[src/rtl/crosshair_overlay_pkg.sv]
// Shared types and widths for the crosshair overlay path.
// Holds the frame-tracking state enum, pixel/count widths and an abs helper.
package crosshair_overlay_pkg;

    localparam int RGB_W = 24;
    localparam int H_W   = 11;
    localparam int V_W   = 10;
    localparam int D_W   = 12;

    typedef enum logic [1:0] {
        IDLE     = 2'd0,
        TRACKING = 2'd1,
        STALE    = 2'd2
    } state_t;

    // Magnitude of a signed offset; the result always fits in D_W bits
    // because offsets never reach the most negative value.
    function automatic logic [D_W-1:0] abs_d(input logic signed [D_W-1:0] v);
        return v[D_W-1] ? D_W'(-v) : D_W'(v);
    endfunction

endpackage

[src/rtl/crosshair_hit.sv]
// Two-stage hit-test datapath: stage 1 registers |dx|, |dy|, pixel, valid
// and marker enable; stage 2 compares against the arm box and muxes COLOR.
// Ports: clk_in, rst_in, hcount_in, vcount_in, cx_in, cy_in, en_in,
//        pixel_in, data_valid_in -> pixel_out, valid_out.
module crosshair_hit
    import crosshair_overlay_pkg::*;
#(
    parameter int               ARM   = 16,
    parameter int               THICK = 1,
    parameter logic [RGB_W-1:0] COLOR = 24'hFF0000
) (
    input  logic             clk_in,
    input  logic             rst_in,
    input  logic [H_W-1:0]   hcount_in,
    input  logic [V_W-1:0]   vcount_in,
    input  logic [H_W-1:0]   cx_in,
    input  logic [V_W-1:0]   cy_in,
    input  logic             en_in,
    input  logic [RGB_W-1:0] pixel_in,
    input  logic             data_valid_in,
    output logic [RGB_W-1:0] pixel_out,
    output logic             valid_out
);

    localparam logic [D_W-1:0] ARM_V   = D_W'(ARM);
    localparam logic [D_W-1:0] THICK_V = D_W'(THICK);

    // Zero-extended before subtracting, so offsets are true signed
    // distances and a centroid near an edge never wraps around.
    logic signed [D_W-1:0] dx;
    logic signed [D_W-1:0] dy;

    assign dx = $signed({1'b0, hcount_in} - {1'b0, cx_in});
    assign dy = $signed({2'b00, vcount_in} - {2'b00, cy_in});

    logic [D_W-1:0]   adx_q;
    logic [D_W-1:0]   ady_q;
    logic [RGB_W-1:0] pix_q;
    logic             vld_q;
    logic             en_q;

    always_ff @(posedge clk_in or posedge rst_in) begin
        if (rst_in) begin
            adx_q <= '0;
            ady_q <= '0;
            pix_q <= '0;
            vld_q <= 1'b0;
            en_q  <= 1'b0;
        end else begin
            adx_q <= abs_d(dx);
            ady_q <= abs_d(dy);
            pix_q <= pixel_in;
            vld_q <= data_valid_in;
            en_q  <= en_in;
        end
    end

    logic hit;

    assign hit = ((adx_q <= ARM_V) && (ady_q <= THICK_V)) ||
                 ((ady_q <= ARM_V) && (adx_q <= THICK_V));

    always_ff @(posedge clk_in or posedge rst_in) begin
        if (rst_in) begin
            pixel_out <= '0;
            valid_out <= 1'b0;
        end else begin
            pixel_out <= (hit && en_q) ? COLOR : pix_q;
            valid_out <= vld_q;
        end
    end

endmodule

[src/rtl/crosshair_overlay.sv]
// Crosshair overlay: latches centroids frame-synchronously, tracks staleness
// and blinks the marker when stale, then composites it over pixel_in.
// Ports: clk_in, rst_in, x_in/y_in/valid_in (centroid), hcount_in,
//        vcount_in, data_valid_in, new_frame_in, pixel_in -> pixel_out,
//        valid_out, marker_active_out.
module crosshair_overlay
    import crosshair_overlay_pkg::*;
#(
    parameter int               ARM          = 16,
    parameter int               THICK        = 1,
    parameter logic [RGB_W-1:0] COLOR        = 24'hFF0000,
    parameter int               STALE_FRAMES = 30,
    parameter int               BLINK_HALF   = 8
) (
    input  logic             clk_in,
    input  logic             rst_in,
    input  logic [H_W-1:0]   x_in,
    input  logic [V_W-1:0]   y_in,
    input  logic             valid_in,
    input  logic [H_W-1:0]   hcount_in,
    input  logic [V_W-1:0]   vcount_in,
    input  logic             data_valid_in,
    input  logic             new_frame_in,
    input  logic [RGB_W-1:0] pixel_in,
    output logic [RGB_W-1:0] pixel_out,
    output logic             valid_out,
    output logic             marker_active_out
);

    localparam int SW = $clog2(STALE_FRAMES + 1);
    localparam int BW = (2 * BLINK_HALF > 1) ? $clog2(2 * BLINK_HALF) : 1;

    localparam logic [SW-1:0] STALE_MAX  = SW'(STALE_FRAMES);
    localparam logic [BW-1:0] BLINK_LAST = BW'(2 * BLINK_HALF - 1);
    localparam logic [BW-1:0] BLINK_ON   = BW'(BLINK_HALF);

    logic [H_W-1:0] sx;
    logic [V_W-1:0] sy;
    logic           pending;
    logic [H_W-1:0] cx;
    logic [V_W-1:0] cy;

    // A centroid arriving together with new_frame_in skips the shadow.
    logic load;

    assign load = new_frame_in && (pending || valid_in);

    always_ff @(posedge clk_in or posedge rst_in) begin
        if (rst_in) begin
            sx      <= '0;
            sy      <= '0;
            pending <= 1'b0;
        end else if (new_frame_in) begin
            pending <= 1'b0;
        end else if (valid_in) begin
            sx      <= x_in;
            sy      <= y_in;
            pending <= 1'b1;
        end
    end

    always_ff @(posedge clk_in or posedge rst_in) begin
        if (rst_in) begin
            cx <= '0;
            cy <= '0;
        end else if (load) begin
            cx <= valid_in ? x_in : sx;
            cy <= valid_in ? y_in : sy;
        end
    end

    state_t        state_q;
    state_t        state_d;
    logic [SW-1:0] stale_q;
    logic [SW-1:0] stale_d;
    logic [BW-1:0] blink_q;
    logic [BW-1:0] blink_d;
    logic          active_d;

    always_ff @(posedge clk_in or posedge rst_in) begin
        if (rst_in) begin
            state_q           <= IDLE;
            stale_q           <= '0;
            blink_q           <= '0;
            marker_active_out <= 1'b0;
        end else begin
            state_q           <= state_d;
            stale_q           <= stale_d;
            blink_q           <= blink_d;
            marker_active_out <= active_d;
        end
    end

    always_comb begin
        state_d  = state_q;
        stale_d  = stale_q;
        blink_d  = blink_q;
        active_d = marker_active_out;
        if (new_frame_in) begin
            if (load) begin
                stale_d = '0;
            end else if (stale_q != STALE_MAX) begin
                stale_d = stale_q + 1'b1;
            end
            unique case (state_q)
                IDLE: begin
                    if (load) state_d = TRACKING;
                end
                TRACKING: begin
                    if (!load && stale_d == STALE_MAX) begin
                        state_d = STALE;
                        blink_d = '0;
                    end
                end
                STALE: begin
                    if (load) begin
                        state_d = TRACKING;
                    end else begin
                        blink_d = (blink_q == BLINK_LAST) ? '0 : blink_q + 1'b1;
                    end
                end
                default: state_d = IDLE;
            endcase
            // Marker visibility is decided once per frame, from the state
            // the frame will run in.
            active_d = (state_d == TRACKING) ||
                       ((state_d == STALE) && (blink_d < BLINK_ON));
        end
    end

    crosshair_hit #(
        .ARM   (ARM),
        .THICK (THICK),
        .COLOR (COLOR)
    ) u_hit (
        .clk_in        (clk_in),
        .rst_in        (rst_in),
        .hcount_in     (hcount_in),
        .vcount_in     (vcount_in),
        .cx_in         (cx),
        .cy_in         (cy),
        .en_in         (marker_active_out),
        .pixel_in      (pixel_in),
        .data_valid_in (data_valid_in),
        .pixel_out     (pixel_out),
        .valid_out     (valid_out)
    );

endmodule

[config.mk]
export PLATFORM = sky130hd
export DESIGN_NAME = crosshair_overlay
export DESIGN_NICKNAME = d
export VERILOG_FILES = /design/src/rtl/crosshair_overlay_pkg.sv /design/src/rtl/crosshair_hit.sv /design/src/rtl/crosshair_overlay.sv
export SDC_FILE = /design/constraint.sdc
export NUM_CORES = 1
export LEC_CHECK = 0
export ABC_AREA = 0
export BUFFER_PORTS_ARGS = -buffer_cell sky130_fd_sc_hd__buf_2
export CAP_MARGIN = 40
export CORE_UTILIZATION = 55
export CTS_CLUSTER_SIZE = 12
export DETAILED_ROUTE_END_ITERATION = 12
export PLACE_DENSITY = 0.78
export SLEW_MARGIN = 10
export SYNTH_ARGS = -nofsm -noshare
export SYNTH_HDL_FRONTEND = slang
export SYNTH_SLANG_ARGS = --single-unit
[constraint.sdc]
create_clock -name clk_in -period 4.1 [get_ports clk_in]
set_input_delay 0.205 -clock clk_in [delete_from_list [all_inputs] [get_ports clk_in]]
set_output_delay 0.205 -clock clk_in [all_outputs]
set_load 0.01 [all_outputs]
==> flow_metrics.tcl <==
set metrics [dict create \
    slew_violations 0 \
    power_leakage_uw 0.00361 \
    post_dp_cell_area_um2 6770 \
    syn_to_final_growth_pct 28.2 \
    numCtsBuffers 17 \
    status "finished clean" \
    diodes 0 \
    num_io_pins 97 \
    netlist_top_cells_count "dfrtp_1 (130), o21ai_0 (46), nand2_1 (43), inv_1 (38), ha_1 (30)" \
    grt_pass1_wl_um 22500 \
    vdd_drop_max_v 0.000441 \
    overflow 0 \
    finalCritPeriodShare 0.738 \
    layout-drive-gt1-share 0.242 \
    rsz0062_at_grt "false" \
    synthArstFlopShare 1.00 \
    yosys.area.top_type "dfrtp_1" \
    yosysWarnings 0 \
    pwr-share-seq 0.399 \
    relSlewSlack 0.435 \
    synth_fa_ha_area_frac 0.0683 \
    cp_max_fo 4 \
    powerDensity_nw_per_um2 516 \
    setup_viol 0 \
    wire_per_inst_um 15.9 \
    syn_nets 657 \
    holdPathStages 2 \
    via_count 4658 \
    first_iter_violations 214 \
    reg2regPathDepth 10 \
    yosys.area_share.simple 0.115 \
    h-tree-depth 4 \
    cts_root_buf "clkbuf_8" \
    antenna_found_initial 0 \
    regArea_um2 3250 \
    synth_top_family_by_area "compound AO/OA/AOI/OAI gates" \
    grt_pass1_vias 4840 \
    totalWireLength_um 13700 \
    crit_arrival_ns 3.46 \
    fmax_ghz 0.331 \
    endpoint_kind "flop" \
    fp.dieW_um 107 \
    synth-compound-area-share 0.123 \
    hold_class "in2reg" \
    synthFlopType "dfrtp_1" \
    cts_setup_buffers 0 \
    period_minus_slack_ns 3.03 \
    final_area_um2 7800 \
    worst_clock_skew_ns 0.0161 \
    drcViolationCount 0 \
    clk_pin_slew_ns 0.07 \
    fin_util 0.723 \
    synth_xor_area_frac 0.0475 \
    place_congestion 0.837 \
    yosys.area.top_type_share 0.535 \
    power_frac_comb 0.250 \
    crit_path_start_kind "flop" \
    muxShareOfSynthArea 0.0769 \
    core_area_um2 10800 \
    io_buffers 96 \
    antenna_left 0 \
    tns_ns 0 \
    fp.dieH_um 107 \
    ys_top_cells_by_area "dfrtp_1 (53%), ha_1 (6.2%), mux2_2 (4.1%)" \
    synth_most_common_cell "dfrtp_1" \
    rows 38 \
    nets 809 \
    postCtsResizedCells 0 \
    final-hold-violation-count 0 \
    synth-edff-count 0 \
    syn_area_per_cell_um2 11.0 \
    ys_seq_area_frac 0.535 \
    clockBufferDepth 2 \
    worst-setup-path-type "reg2reg" \
    vias_per_cell 5.42 \
    hpwl_um 8740 \
    die-area_um2 11500 \
    multiInputGateArea_um2 2640 \
    p_int_uw 2770 \
    sw_frac_of_total 0.311 \
    synth_cells 554 \
    ys_ff_latch 130 \
    p_switching_uw 1250 \
    syn_area_um2 6090 \
    initial_core_util 0.564 \
    clock_latency_ns 0.52 \
    pwr-share-clk 0.351 \
    cts.sinks 130 \
    synth.distinct_cells 54 \
    dr.pass1.iters 4 \
    track_usage 0.259 \
    cts_tree "built" \
    required_ns 4.53 \
    grt_max_degree 44 \
    n_fill_cell 737 \
    whs_ns 0.0657 \
    maxCapViolations 0 \
    worst_pin_slew_ns 0.847 \
]
==> critical path, stage by stage, from the launching register on <==
cell and delay, ns:
dfrtp_1 0.37, ha_1 0.21, inv_1 0.08, fa_1 0.41, a211o_1 0.30, o21ai_2 0.08
xnor2_1 0.11, or2_4 0.28, or4b_4 0.55, o41ai_2 0.36, xnor2_1 0.17
==> sequential cells by signal, summed over array words and instances, names as in the netlist, 2 cells and up <==
register / count
blink_q: 4
u_hit.ady_q: 12
state_q: 2
sy: 10
stale_q: 5
sx: 11
u_hit.pix_q: 24
u_hit.adx_q: 12
cy: 10
u_hit.pixel_out: 24
cx: 11
==> layer usage <==
| metal | track usage | wire length, µm | vias to the layer above |
|---|---|---|---|
| met5 | 0 | 0 | - |
| met4 | 0.123 | 459 | 0 |
| met3 | 0.0687 | 497 | 33 |
| met2 | 0.451 | 7090 | 119 |
| met1 | 0.295 | 5610 | 2287 |
| li1 | - | - | 2219 |
==> cell families after synthesis <==
| family | count (synthesis) |
|---|---|
| and+or+nand+nor | 140 |
| DFF | 130 |
| AOI/OAI and AO/OA | 119 |
| buffers and inverters | 55 |
| muxes | 44 |
| xor gates and xnor gates | 33 |
| adders and majority gates | 32 |
| other | 1 |
==> power groups by stage <==
stage | logic [µW] | clock network [µW] | registers [µW]
detailed placement | 944 | 0 | 1620
floorplan | 725 | 0 | 1600
global route | 1120 | 1500 | 1630
finish | 1000 | 1410 | 1610
CTS | 994 | 1430 | 1600
global placement | 907 | 0 | 1600
==> timing repair <==
item,CTS,global route
endpoints found under the setup margin,0,0
endpoints found under the hold margin,99,0
hold buffers,47,0
==> metrics by stage <==
step / std cells / power (µW) / setup slack (ns)
3_3_place_gp: 778 / 2510 / 1.28
3_5_place_dp: 780 / 2560 / 1.21
2_1_floorplan: 554 / 2320 / 0.426
6_report: 859 / 4020 / 1.07
4_1_cts: 859 / 4030 / 1.14
5_1_grt: 859 / 4250 / 0.985
==> final timing paths <==
path	slack, ns	to	start
min reg2reg	0.35	u_hit.valid_out$_DFF_PP0_	u_hit.vld_q$_DFF_PP0_
max reg2reg	1.07	u_hit.adx_q[10]$_DFF_PP0_	cx[0]$_DFFE_PP0P_
max	1.07	u_hit.adx_q[10]$_DFF_PP0_	cx[0]$_DFFE_PP0P_
min in group asynchronous	0.27	u_hit.pix_q[16]$_DFF_PP0_	rst_in
min	0.07	pending$_DFFE_PP0P_	new_frame_in
max in group asynchronous	2.84	cy[5]$_DFFE_PP0P_	rst_in
==> layout make-up <==
type,count,area share
multi-input combinational,369,0.339
clock buffer,17,0.0531
sequential,130,0.417
timing repair buffer,150,0.131
inverter,38,0.0186
tap,140,0.0225
clock inverter,15,0.0194
==> placed cells by master (no fill, tap or decap), drive strengths merged, types with 3 or more instances in the layout <==
cell type and n:
clkinv 8, o21bai 4, nor3 5, o211ai 4, dlygate4sd3 47, or4 3, o22ai 3, o21a 3
o31ai 3, buf 103, o21ai 48, nand2 43, ha 30, or2 9, nand3 11, nand4 3
nand2b 7, nor4 7, xnor2 27, a21o 5, mux2 22, a211oi 4, nor2 26, mux2i 22
nor2b 20, clkbuf 17, xor2 6, a2111oi 3, inv 43, dfrtp 130, a21oi 25
Note: power is estimated with default switching activity, not from simulation.
